`src/rtl/r121_serial_ctrl.sv`:
```
// r121_serial_ctrl: adds two WIDTH-bit operands two bits per cycle by driving
// an external 2-bit ripple adder and collecting its sum digits, LSB digit first.
//
// state | meaning
// ------+--------------------------------------------------------------
// IDLE  | waiting for an operand pair; last result held on sum/cout_out
// RUN   | one 2-bit digit presented to the adder per cycle
// DONE  | result valid; held until the consumer takes it
module r121_serial_ctrl #(
    parameter int WIDTH = 8
) (
    input  logic             clk,
    input  logic             rst_n,
    input  logic             in_valid,
    output logic             in_ready,
    input  logic [WIDTH-1:0] op_a,
    input  logic [WIDTH-1:0] op_b,
    input  logic             cin_in,
    output logic             A0,
    output logic             A1,
    output logic             B0,
    output logic             B1,
    output logic             Cin,
    input  logic             S0,
    input  logic             S1,
    input  logic             Cout,
    output logic             out_valid,
    input  logic             out_ready,
    output logic [WIDTH-1:0] sum,
    output logic             cout_out
);

    localparam int DIGITS = WIDTH / 2;
    localparam int CW     = $clog2(DIGITS + 1);
    localparam logic [CW-1:0] LAST = CW'(DIGITS - 1);

    typedef enum logic [1:0] {IDLE, RUN, DONE} state_t;

    state_t           state;
    logic [WIDTH-1:0] a_shift;
    logic [WIDTH-1:0] b_shift;
    logic [WIDTH-1:0] sum_next;
    logic             carry;
    logic [CW-1:0]    cnt;
    logic             running;

    // New digit enters at the top; after DIGITS shifts digit 0 sits in [1:0].
    generate
        if (WIDTH > 2) begin : g_wide
            assign sum_next = {S1, S0, sum[WIDTH-1:2]};
        end else begin : g_narrow
            assign sum_next = {S1, S0};
        end
    endgenerate

    // Sequencer: operand capture, per-digit shifting and result hand-off.
    always_ff @(posedge clk or negedge rst_n) begin
        if (!rst_n) begin
            state    <= IDLE;
            a_shift  <= '0;
            b_shift  <= '0;
            sum      <= '0;
            carry    <= 1'b0;
            cnt      <= '0;
            cout_out <= 1'b0;
        end else begin
            case (state)
                IDLE: begin
                    if (in_valid) begin
                        a_shift <= op_a;
                        b_shift <= op_b;
                        carry   <= cin_in;
                        cnt     <= '0;
                        state   <= RUN;
                    end
                end
                RUN: begin
                    sum     <= sum_next;
                    carry   <= Cout;
                    a_shift <= a_shift >> 2;
                    b_shift <= b_shift >> 2;
                    cnt     <= cnt + 1'b1;
                    if (cnt == LAST) begin
                        cout_out <= Cout;
                        state    <= DONE;
                    end
                end
                DONE: begin
                    if (out_ready) begin
                        state <= IDLE;
                    end
                end
                default: state <= IDLE;
            endcase
        end
    end

    // Handshake and adder-facing outputs decode flops only; adder pins are quiet outside RUN.
    always_comb begin
        running   = (state == RUN);
        in_ready  = (state == IDLE);
        out_valid = (state == DONE);
        A0        = running & a_shift[0];
        A1        = running & a_shift[1];
        B0        = running & b_shift[0];
        B1        = running & b_shift[1];
        Cin       = running & carry;
    end

endmodule

```
`config.mk`:
```
export PLATFORM = sky130hd
export DESIGN_NAME = r121_serial_ctrl
export DESIGN_NICKNAME = d
export VERILOG_FILES = /design/src/rtl/r121_serial_ctrl.sv
export SDC_FILE = /design/constraint.sdc
export NUM_CORES = 1
export LEC_CHECK = 0
export ABC_AREA = 0
export BUFFER_PORTS_ARGS = -buffer_cell sky130_fd_sc_hd__buf_4
export CAP_MARGIN = 20
export CORE_UTILIZATION = 50
export CTS_BUF_LIST = sky130_fd_sc_hd__clkbuf_8 sky130_fd_sc_hd__clkbuf_16
export DETAILED_ROUTE_END_ITERATION = 16
export PLACE_DENSITY = 0.73
export SLEW_MARGIN = 20
export SYNTH_ARGS = -nofsm -noshare
export SYNTH_HDL_FRONTEND = slang
export SYNTH_SLANG_ARGS = --single-unit
```
`constraint.sdc`:
```
create_clock -name clk -period 1.7 [get_ports clk]
set_input_delay 0.085 -clock clk [delete_from_list [all_inputs] [get_ports clk]]
set_output_delay 0.085 -clock clk [all_outputs]
set_load 0.02 [all_outputs]
```
==> results.tsv, run 1 <==
stage	metric	value	unit
sta	worst clock skew	0.00975	ns
placed_design	number of port buffers	39	
clock_network	Clock Root Buffer	clkbuf_8	
critical_path	critical path's top delay family	buffers and inverters	
power	Tot Pwr	3.57	mW
sta	Final Hold Viols	0	
sta	Tmin final	1.51	ns
floorplan	die area	2980	µm²
critical_path	Worst R2R Start	cnt[0]$_DFFE_PN0P_	
placed_design	HPWL after DPL	2050	µm
final_layout	proportion of layout cells with a drive suffix above 1	0.279	
floorplan	Starting Density	0.544	
worst_hold_path	hold depth	3	
power	P_sw	1.47	mW
floorplan	Rows	18	
critical_path	critical path data arrival time	1.43	ns
sta	Final period util	0.888	
sta	final setup fails	0	
power	Gate power share	0.484	
critical_path	end of the worst register-to-register path	cout_out$_DFFE_PN0P_	
power	Switching Share	0.411	
sta	Slew Limit Fails	0	
critical_path	Worst Path Class, Setup	register to primary output	
route	via-per-instance ratio	5.49	
synthesis	synthesized area	1380	µm²
route	DRT Pass-1 Iters	4	
clock_network	maximum buffer depth of the clock tree	2	
synthesis	Seq/Total Area, Yosys	0.561	
sta	Slew @ Worst Pin	0.473	ns
global_route	total track usage	0.230	
power	peak supply drop	1.26	mV
final_layout	area delta synth->final	30.2	%
critical_path	Startpoint Class	register	
floorplan	Die Span Y	54.6	µm
power	PD cells	1980	nW/µm²
route	antenna-violating nets left	0	
synthesis	Mean Syn Cell Area	9.48	µm²
critical_path	crit path cell chain	buf_4 > inv_1 > nor2_1 > buf_4	
route	drt drc	0	
route	Routed Wire Length	3050	µm
flow_run	max-cap viol count	0	
global_route	largest net degree at the start of global routing	32	
sta	RSZ-0062 raised after global routing	false	
critical_path	Crit. End Element	primary output	
sta	FMAX	662	MHz
critical_path	crit-path most repeated cell	buf_4	
critical_path	reg2reg setup slack	0.35	ns
placed_design	Placer Congestion	0.756	
route	DRT iter0 DRCs	22	
clock_network	CTS tree	built	
critical_path	critical path peak fanout	15	
synthesis	flop and latch count out of synthesis	31	
route	drt wl/cell	13.8	µm
final_layout	fill count	212	
global_route	first-pass GRT wire length	4720	µm
global_route	vias in the first global route	1040	
floorplan	core area	2540	µm²
global_route	initial antenna violation count	0	
final_layout	nets	215	
clock_network	TritonCTS Buffers	5	
worst_hold_path	Min-Delay Endpoint	sum[7]$_DFFE_PN0N_	
clock_network	Clock Pin Slew Worst Setup and Hold Paths	0.06	ns
clock_network	H-tree Lvls	2	
worst_hold_path	Hold Crit Start	S1	
worst_hold_path	worst min path class	input port to register	
sta	setup TNS	0	ns
power	sequential share of power	0.369	
global_route	global route total overflow	0	
critical_path	Worst path max stage delay	0.37	ns
route	vias	1207	
final_layout	ANT cells	0	
status	status	finished clean	
synthesis	most area-hungry cell type in the Yosys netlist	dfrtp_1	
critical_path	worst r2r path cells	4	
synthesis	Synth area leaders	dfrtp_1 56%, o22ai_1 12%, nand2_1 8.4%, a21oi_1 5.1%, o21ai_0 4.7%	
power	clock network fraction of total power	0.147	
power	Static Leak	0.874	nW
critical_path	Critical-path top delay cell	dfrtp_1	
synthesis	cell count after synthesis	146	
clock_network	Post-CTS Resized	0	
critical_path	Bufs and invs on worst path	3	
synthesis	synthesized net count	172	
floorplan	Die X	54.6	µm
clock_network	CTS sink cnt	31	
sta	Slew HR	0.685	
clock_network	Clock Latency Late Sink	0.28	ns
critical_path	Worst EP required	1.62	ns
synthesis	Synth warnings	0	
synthesis	post-synthesis cell type count	19	
power	P_int	2.10	mW
synthesis	Synth top area share	0.561	
floorplan	I/O Pins	40	
area by class of cell:
| cell class | count | area [µm²] | share of cell area |
|---|---|---|---|
| repair buffers | 46 | 353 | 0.196 |
| flip-flops and latches | 31 | 776 | 0.431 |
| inverters | 3 | 11.3 | 0.00625 |
| multi-input cells | 102 | 543 | 0.301 |
| well taps | 30 | 37.5 | 0.0208 |
| clock buffers | 5 | 68.8 | 0.0382 |
| clock inverters | 3 | 12.5 | 0.00694 |
timing repair:
action                                  in CTS  in global routing
endpoints found under the setup margin       0                  0
hold buffers                                 3                  0
hold endpoints to repair                    33                  0
buffers inserted                             0                  0
placed cells by master (no fill, tap or decap):
master / netlist / routed
inv_1: 3 / 5
o22ai_1: 26 / 26
a21oi_1: 14 / 14
clkinv_2: 0 / 1
buf_4: 2 / 43
nand2b_2: 1 / 1
nor2b_1: 1 / 1
o31ai_1: 1 / 1
nand2_1: 31 / 31
and2b_2: 1 / 1
nor2_1: 4 / 4
dfrtp_1: 31 / 31
and2_1: 5 / 5
o21ai_0: 13 / 13
nor2b_2: 1 / 1
nand2b_1: 1 / 1
ha_1: 2 / 2
clkbuf_8: 0 / 5
dlygate4sd3_1: 0 / 3
mux2_2: 1 / 1
worst min-delay path, stage by stage:
cell and delay (ns):
buf_4 0.08, nand2_1 0.04, nand2_1 0.05
how the worst max path moves through the flow:
stage / startpoint / to / slack [ns] / depth (start not counted)
6_report: state[1]$_DFFE_PN0P_ / out_valid / 0.19 / 4
5_1_grt: state[1]$_DFFE_PN0P_ / out_valid / 0.13 / 4
4_1_cts: state[1]$_DFFE_PN0P_ / out_valid / 0.19 / 4
3_5_place_dp: cnt[0]$_DFFE_PN0P_ / cout_out$_DFFE_PN0P_ / 0.37 / 4
3_3_place_gp: cnt[0]$_DFFE_PN0P_ / cout_out$_DFFE_PN0P_ / 0.43 / 4
2_1_floorplan: cnt[0]$_DFFE_PN0P_ / cout_out$_DFFE_PN0P_ / 0.45 / 4
cell families (layout without fill, tap and decap cells):
family                     Yosys count  after routing  synth area share
adders and majority gates            2              2            0.0181
DFF                                 31             31             0.561
and+or+nand+nor                     45             45             0.146
AOI/OAI and AO/OA                   54             54             0.221
muxes                                1              1           0.00814
buffers and inverters               13             57            0.0470
cell usage after synthesis:
cell type   n
buf_4       2
o21ai_0    13
a21oi_1    14
inv_1       3
dfrtp_1    31
mux2_2      1
nand2b_2    1
nor2b_2     1
clkbuf_1    1
nand2b_1    1
buf_2       7
ha_1        2
nand2_1    31
o31ai_1     1
and2_1      5
nor2_1      4
and2b_2     1
nor2b_1     1
o22ai_1    26
per-stage QoR:
step                      cells  setup slack [ns]  utilization  area (µm²)  hold WS, ns
after global routing        220             0.125        0.708        1800       0.0192
after floorplan             146             0.448            -        1380       -0.211
after CTS                   220             0.189        0.708        1800      0.00671
final                       220             0.190        0.708        1800      0.00898
after detailed placement    209             0.371        0.664        1690       0.0401
after global placement      209             0.431        0.664        1690       0.0289
power by group through the flow:
stage,registers [mW],clock network (mW),logic [mW]
2_1_floorplan,1.40,0,1.05
3_3_place_gp,1.31,0,1.68
3_5_place_dp,1.33,0,1.73
4_1_cts,1.32,0.538,1.74
5_1_grt,1.36,0.573,1.91
6_report,1.31,0.524,1.73
sequential cells by signal, indices dropped and copies added (netlist names):
| name | cells |
|---|---|
| state | 2 |
| cout_out | 1 |
| a_shift | 8 |
| carry | 1 |
| b_shift | 8 |
| sum | 8 |
| cnt | 3 |
layer usage:
| metal | vias to the layer above | global-route usage | part of all wire |
|---|---|---|---|
| li1 | 603 | - | - |
| met1 | 566 | 0.300 | 0.46 |
| met2 | 33 | 0.355 | 0.48 |
| met3 | 5 | 0.0611 | 0.045 |
| met4 | 0 | 0.103 | 0.014 |
| met5 | - | 0 | 0 |
Power figures use the tool's default switching activity.
==> run 2: changes to the inputs <==
PLACE_DENSITY = 0.78   (was 0.73)
clock period = 1.4 ns   (was 1.7 ns; I/O delays follow)
==> run 2 against run 1 <==
  * Worst setup slack worse by 0.17 ns
  * Sequential share of layout area fell by 1.6 points
  * Sequential cell count did not move
  * Worst hold slack improved by 0.034 ns
  * Utilization up 2.7 points
  * Global-route usage up 1.4 points
  * Non-clock buffer count increased by 8
  * Design area up 3.8%
  * Total power rose by 26%
  * Critical endpoint is now B0
  * Largest cell class unchanged
==> results.tsv, run 2 (synthesis results as in run 1) <==
stage	metric	value	unit
status	status	finished clean	
sta	worst clock skew	0.00624	ns
final_layout	fill count	187	
placed_design	dpl cell area	1700	µm²
sta	Final Hold Viols	0	
power	PD cells	2410	nW/µm²
flow_run	max-cap viol count	0	
clock_network	TritonCTS Buffers	5	
global_route	global route total overflow	0	
placed_design	number of port buffers	39	
placed_design	Placer Congestion	0.722	
sta	RSZ-0062 raised after global routing	true	
final_layout	most frequent cells in the layout	50 x buf_4, 31 x nand2_1, 31 x dfrtp_1	
critical_path	Crit. End Element	primary output	
route	drt drc	0	
sta	Slew @ Worst Pin	0.436	ns
critical_path	crit path cell chain	and2b_2 > and2_1 > buf_4	
power	peak supply drop	1.60	mV
final_layout	most common cell after layout, fill and taps aside	buf_4	
final_layout	proportion of layout cells with a drive suffix above 1	0.318	
power	Tot Pwr	4.51	mW
route	vias	1265	
floorplan	die area	2980	µm²
clock_network	CTS tree	built	
clock_network	Clock Pin Slew Worst Setup and Hold Paths	0.06	ns
global_route	total track usage	0.244	
final_layout	fin cells	228	
final_layout	nets	223	
floorplan	core area	2540	µm²
sta	final setup fails	0	
final_layout	biggest regs	a_shift: 8 flops, b_shift: 8 flops, sum: 8 flops	
final_layout	FF+latch area	776	µm²
global_route	initial antenna violation count	0	
global_route	met2 Use GR	0.382	
route	via-per-instance ratio	5.55	
sta	Slew HR	0.709	
final_layout	fin area	1870	µm²
global_route	GRT busiest layer	met2	
final_layout	ANT cells	0	
critical_path	Critical-path top delay cell	dfrtp_1	
global_route	GRT met1 Usage	0.312	
sta	FMAX	726	MHz
floorplan	Die Span Y	54.6	µm
critical_path	Worst path max stage delay	0.42	ns
floorplan	Die X	54.6	µm
critical_path	Worst EP required	1.33	ns
final_layout	area delta synth->final	35.2	%
critical_path	Startpoint Class	register	
sta	Final period util	0.984	
power	Static Leak	0.905	nW
global_route	first-pass GRT wire length	4940	µm
sta	Slew Limit Fails	0	
final_layout	Multi-input gate area	543	µm²
critical_path	Worst Path Class, Setup	register to primary output	
clock_network	CTS sink cnt	31	
placed_design	dpl cells	210	
route	drt wl/cell	14.3	µm
global_route	vias in the first global route	1092	
global_route	largest net degree at the start of global routing	32	
floorplan	I/O Pins	40	
clock_network	Clock Latency Late Sink	0.28	ns
route	antenna-violating nets left	0	
floorplan	Starting Density	0.544	
route	DRT Pass-1 Iters	4	
route	DRT iter0 DRCs	27	
floorplan	Rows	18	
worst_hold_path	worst min path class	input port to register	
critical_path	critical path data arrival time	1.31	ns
global_route	GR met3 Demand/Resource	0.0917	
clock_network	H-tree Lvls	2	
critical_path	critical path peak fanout	7	
clock_network	maximum buffer depth of the clock tree	2	
placed_design	HPWL after DPL	2170	µm
clock_network	Clock Root Buffer	clkbuf_8	
route	Routed Wire Length	3260	µm
sta	Tmin final	1.38	ns
## run 2: cell types whose count changed in the layout (fill, tap and decap cells not counted), sizes merged
cell | before | now
clkinvlp | 0 | 1
inv | 5 | 2
clkinv | 1 | 3
dlygate4sd3 | 3 | 4
buf | 43 | 50
## run 2: metal layers
layer | share of wire | vias up
met5 | 0 | -
met1 | 0.44 | 592
met4 | 0.0074 | 0
met3 | 0.058 | 6
met2 | 0.49 | 52
li1 | - | 615
## run 2: path summary, 6_finish.rpt
check                                     start                      to  slack, ns  cells past startpoint
min in group asynchronous                 rst_n  a_shift[1]$_DFFE_PN0P_       0.26                      2
max in group asynchronous                 rst_n      sum[6]$_DFFE_PN0N_       0.86                      2
setup / recovery           state[1]$_DFFE_PN0P_                      B0       0.02                      3
hold reg to reg              sum[0]$_DFFE_PN0N_      sum[0]$_DFFE_PN0N_       0.48                      2
setup reg to reg           state[1]$_DFFE_PN0P_  b_shift[4]$_DFFE_PN0P_       0.05                      5
hold / removal                          op_b[6]  b_shift[6]$_DFFE_PN0P_       0.04                      3
## run 2: repair_timing
item,in CTS,in global routing
setup buffers,0,6
hold endpoints to repair,34,0
hold buffers,4,0
gates resized for setup,0,1
endpoints found under the setup margin,0,1
## run 2: metrics by stage
step	TNS (ns)	hold WS [ns]	setup WS [ns]	utilization
after floorplan	0	-0.226	0.148	-
after global placement	0	0.0126	0.131	0.667
after detailed placement	0	0.0207	0.0889	0.667
after CTS	0	0.0422	0.0444	0.716
after global routing	-0.196	0.0455	-0.0437	0.735
final	0	0.0433	0.0228	0.735
## run 2: cell type report
type | count | area share
Clock buffer | 5 | 0.0368
Timing Repair Buffer | 54 | 0.222
Multi-Input combinational cell | 102 | 0.290
Inverter | 3 | 0.00803
Tap cell | 30 | 0.0201
Clock inverter | 3 | 0.00803
Sequential cell | 31 | 0.415
## run 2: critical path: cells and delay by family (launching register included)
family	cells	cell delay (ns)
flops	1	0.42
buf+inv	1	0.15
simple gates	2	0.46
## run 2: report_power, final
group | internal [mW] | switching, mW
logic | 0.986 | 1.26
clock network | 0.339 | 0.317
registers | 1.32 | 0.287
total | 2.65 | 1.86
==> run 3: changes to the inputs <==
SETUP_SLACK_MARGIN = 0.5   (was unset)
==> run 3 against run 2 <==
  * Design area rose by 9.2%
  * Critical path depth grew 1
  * Sequential cell count did not move
  * Highest routed layer unchanged
  * Total power is 14% higher
  * Critical endpoint is now cout_out$_DFFE_PN0P_
  * Clock power is 13% higher
  * Worst setup slack improved by 0.11 ns
  * Cell count increased by 1.3%
  * First-iteration DRC count rose by 26%
==> results.tsv, run 3 (synthesis results as in run 1) <==
stage	metric	value	unit
status	status	finished clean	
power	Static Leak	0.973	nW
final_layout	most common cell after layout, fill and taps aside	buf_4	
global_route	first-pass GRT wire length	5220	µm
critical_path	end of the worst register-to-register path	cout_out$_DFFE_PN0P_	
sta	final setup fails	0	
clock_network	Clock Latency Late Sink	0.28	ns
placed_design	HPWL after DPL	2110	µm
critical_path	critical path data arrival time	1.44	ns
final_layout	proportion of layout cells with a drive suffix above 1	0.393	
clock_network	TritonCTS Buffers	5	
floorplan	I/O Pins	40	
route	drt drc	0	
floorplan	Starting Density	0.544	
route	antenna-violating nets left	0	
final_layout	area delta synth->final	47.6	%
flow_run	max-cap viol count	0	
critical_path	reg2reg setup slack	0.13	ns
route	DRT Pass-1 Iters	4	
final_layout	ANT cells	0	
placed_design	Placer Congestion	0.736	
critical_path	Crit. End Element	register	
sta	setup TNS	0	ns
critical_path	critical path peak fanout	6	
power	PD cells	2510	nW/µm²
critical_path	Worst R2R Start	state[1]$_DFFE_PN0P_	
clock_network	Clock Root Buffer	clkbuf_8	
clock_network	CTS tree	built	
global_route	met2 Use GR	0.408	
global_route	GRT met1 Usage	0.313	
global_route	global route total overflow	0	
global_route	GRT busiest layer	met2	
floorplan	core area	2540	µm²
route	DRT iter0 DRCs	34	
power	peak supply drop	1.99	mV
route	Routed Wire Length	3470	µm
global_route	GR met3 Demand/Resource	0.111	
floorplan	Rows	18	
floorplan	Die Span Y	54.6	µm
critical_path	Startpoint Class	register	
sta	worst clock skew	0.00553	ns
global_route	largest net degree at the start of global routing	32	
clock_network	Clock Pin Slew Worst Setup and Hold Paths	0.06	ns
sta	Slew @ Worst Pin	0.384	ns
route	drt wl/cell	15.0	µm
placed_design	number of port buffers	39	
clock_network	CTS sink cnt	31	
critical_path	Setup crit start	state[1]$_DFFE_PN0P_	
power	Tot Pwr	5.13	mW
floorplan	Die X	54.6	µm
global_route	total track usage	0.262	
final_layout	nets	226	
floorplan	die area	2980	µm²
sta	Slew Limit Fails	0	
critical_path	Setup crit end	cout_out$_DFFE_PN0P_	
final_layout	most frequent cells in the layout	37 x buf_4, 31 x dfrtp_1, 30 x nand2_1	
sta	RSZ-0062 raised after global routing	true	
critical_path	Worst Path Class, Setup	register to register	
worst_hold_path	worst min path class	input port to register	
sta	FMAX	788	MHz
sta	Final period util	0.906	
clock_network	H-tree Lvls	2	
route	vias	1300	
sta	Tmin final	1.27	ns
sta	Final Hold Viols	0	
global_route	vias in the first global route	1178	
route	via-per-instance ratio	5.63	
clock_network	maximum buffer depth of the clock tree	2	
global_route	initial antenna violation count	0	
final_layout	biggest regs	a_shift: 8 flops, b_shift: 8 flops, sum: 8 flops	
critical_path	Worst EP required	1.57	ns
sta	Slew HR	0.744	
critical_path	worst r2r path cells	4	
==> run 3: cell count changes in the layout (fill, tap and decap cells not counted), moves of 2 or more <==
| cell | change |
|---|---|
| and2_1 | -5 |
| nor2_1 | -3 |
| o21ai_1 | +10 |
| clkinv_2 | -3 |
| ha_1 | -2 |
| buf_4 | -13 |
| and2_4 | +5 |
| nor2_4 | +2 |
| o21ai_0 | -10 |
| nand2b_4 | +2 |
| clkbuf_8 | +2 |
| buf_6 | +16 |
==> run 3: critical path, cell delays in order (launching register included) <==
cell	delay (ns)
dfrtp_1	0.37
and2b_2	0.28
buf_4	0.15
nand2_2	0.07
mux2_4	0.29
==> run 3: timing repair <==
action / in CTS / in global routing
hold endpoints to repair: 34 / 0
hold buffers: 4 / 0
pin swaps: 4 / 0
buffers inserted: 9 / 0
endpoints found under the setup margin: 46 / 47
resized for setup: 16 / 7
==> run 3: worst min path at each step <==
| stage | depth (start not counted) | from | slack (ns) | to |
|---|---|---|---|---|
| 2_1_floorplan | 0 | rst_n | -0.23 | a_shift[0]$_DFFE_PN0P_ |
| 3_3_place_gp | 1 | rst_n | 0.01 | b_shift[0]$_DFFE_PN0P_ |
| 3_5_place_dp | 1 | rst_n | 0.02 | b_shift[1]$_DFFE_PN0P_ |
| 4_1_cts | 2 | Cout | 0.03 | cout_out$_DFFE_PN0P_ |
| 5_1_grt | 2 | Cout | 0.02 | cout_out$_DFFE_PN0P_ |
| 6_report | 2 | Cout | 0.04 | cout_out$_DFFE_PN0P_ |
==> run 3: where the power goes <==
group	internal (mW)	switching, mW
logic	1.35	1.42
clock network	0.440	0.303
registers	1.32	0.297
==> run 3: per-layer routing <==
layer / part of all wire / vias up
met2: 0.52 / 42
met5: 0 / -
li1: - / 628
met3: 0.052 / 7
met4: 0.013 / 0
met1: 0.42 / 623
==> run 3: per-stage QoR <==
stage	std cells	area [µm²]	hold WS [ns]	setup WS (ns)	utilization
floorplan	146	1480	-0.226	0.219	-
global placement	210	1760	0.0116	0.210	0.693
detailed placement	210	1760	0.0183	0.172	0.693
CTS	231	2010	0.0256	0.126	0.792
global route	231	2040	0.0210	0.0708	0.802
finish	231	2040	0.0361	0.131	0.802
==> run 3: area by class of cell <==
type,instances,area [µm²]
Inverter,3,13.8
Clock inverter,1,3.75
Fill cell,171,503
Timing Repair Buffer,57,498
Clock buffer,7,96.3
Sequential cell,31,776
Multi-Input combinational cell,102,617
Tap cell,30,37.5
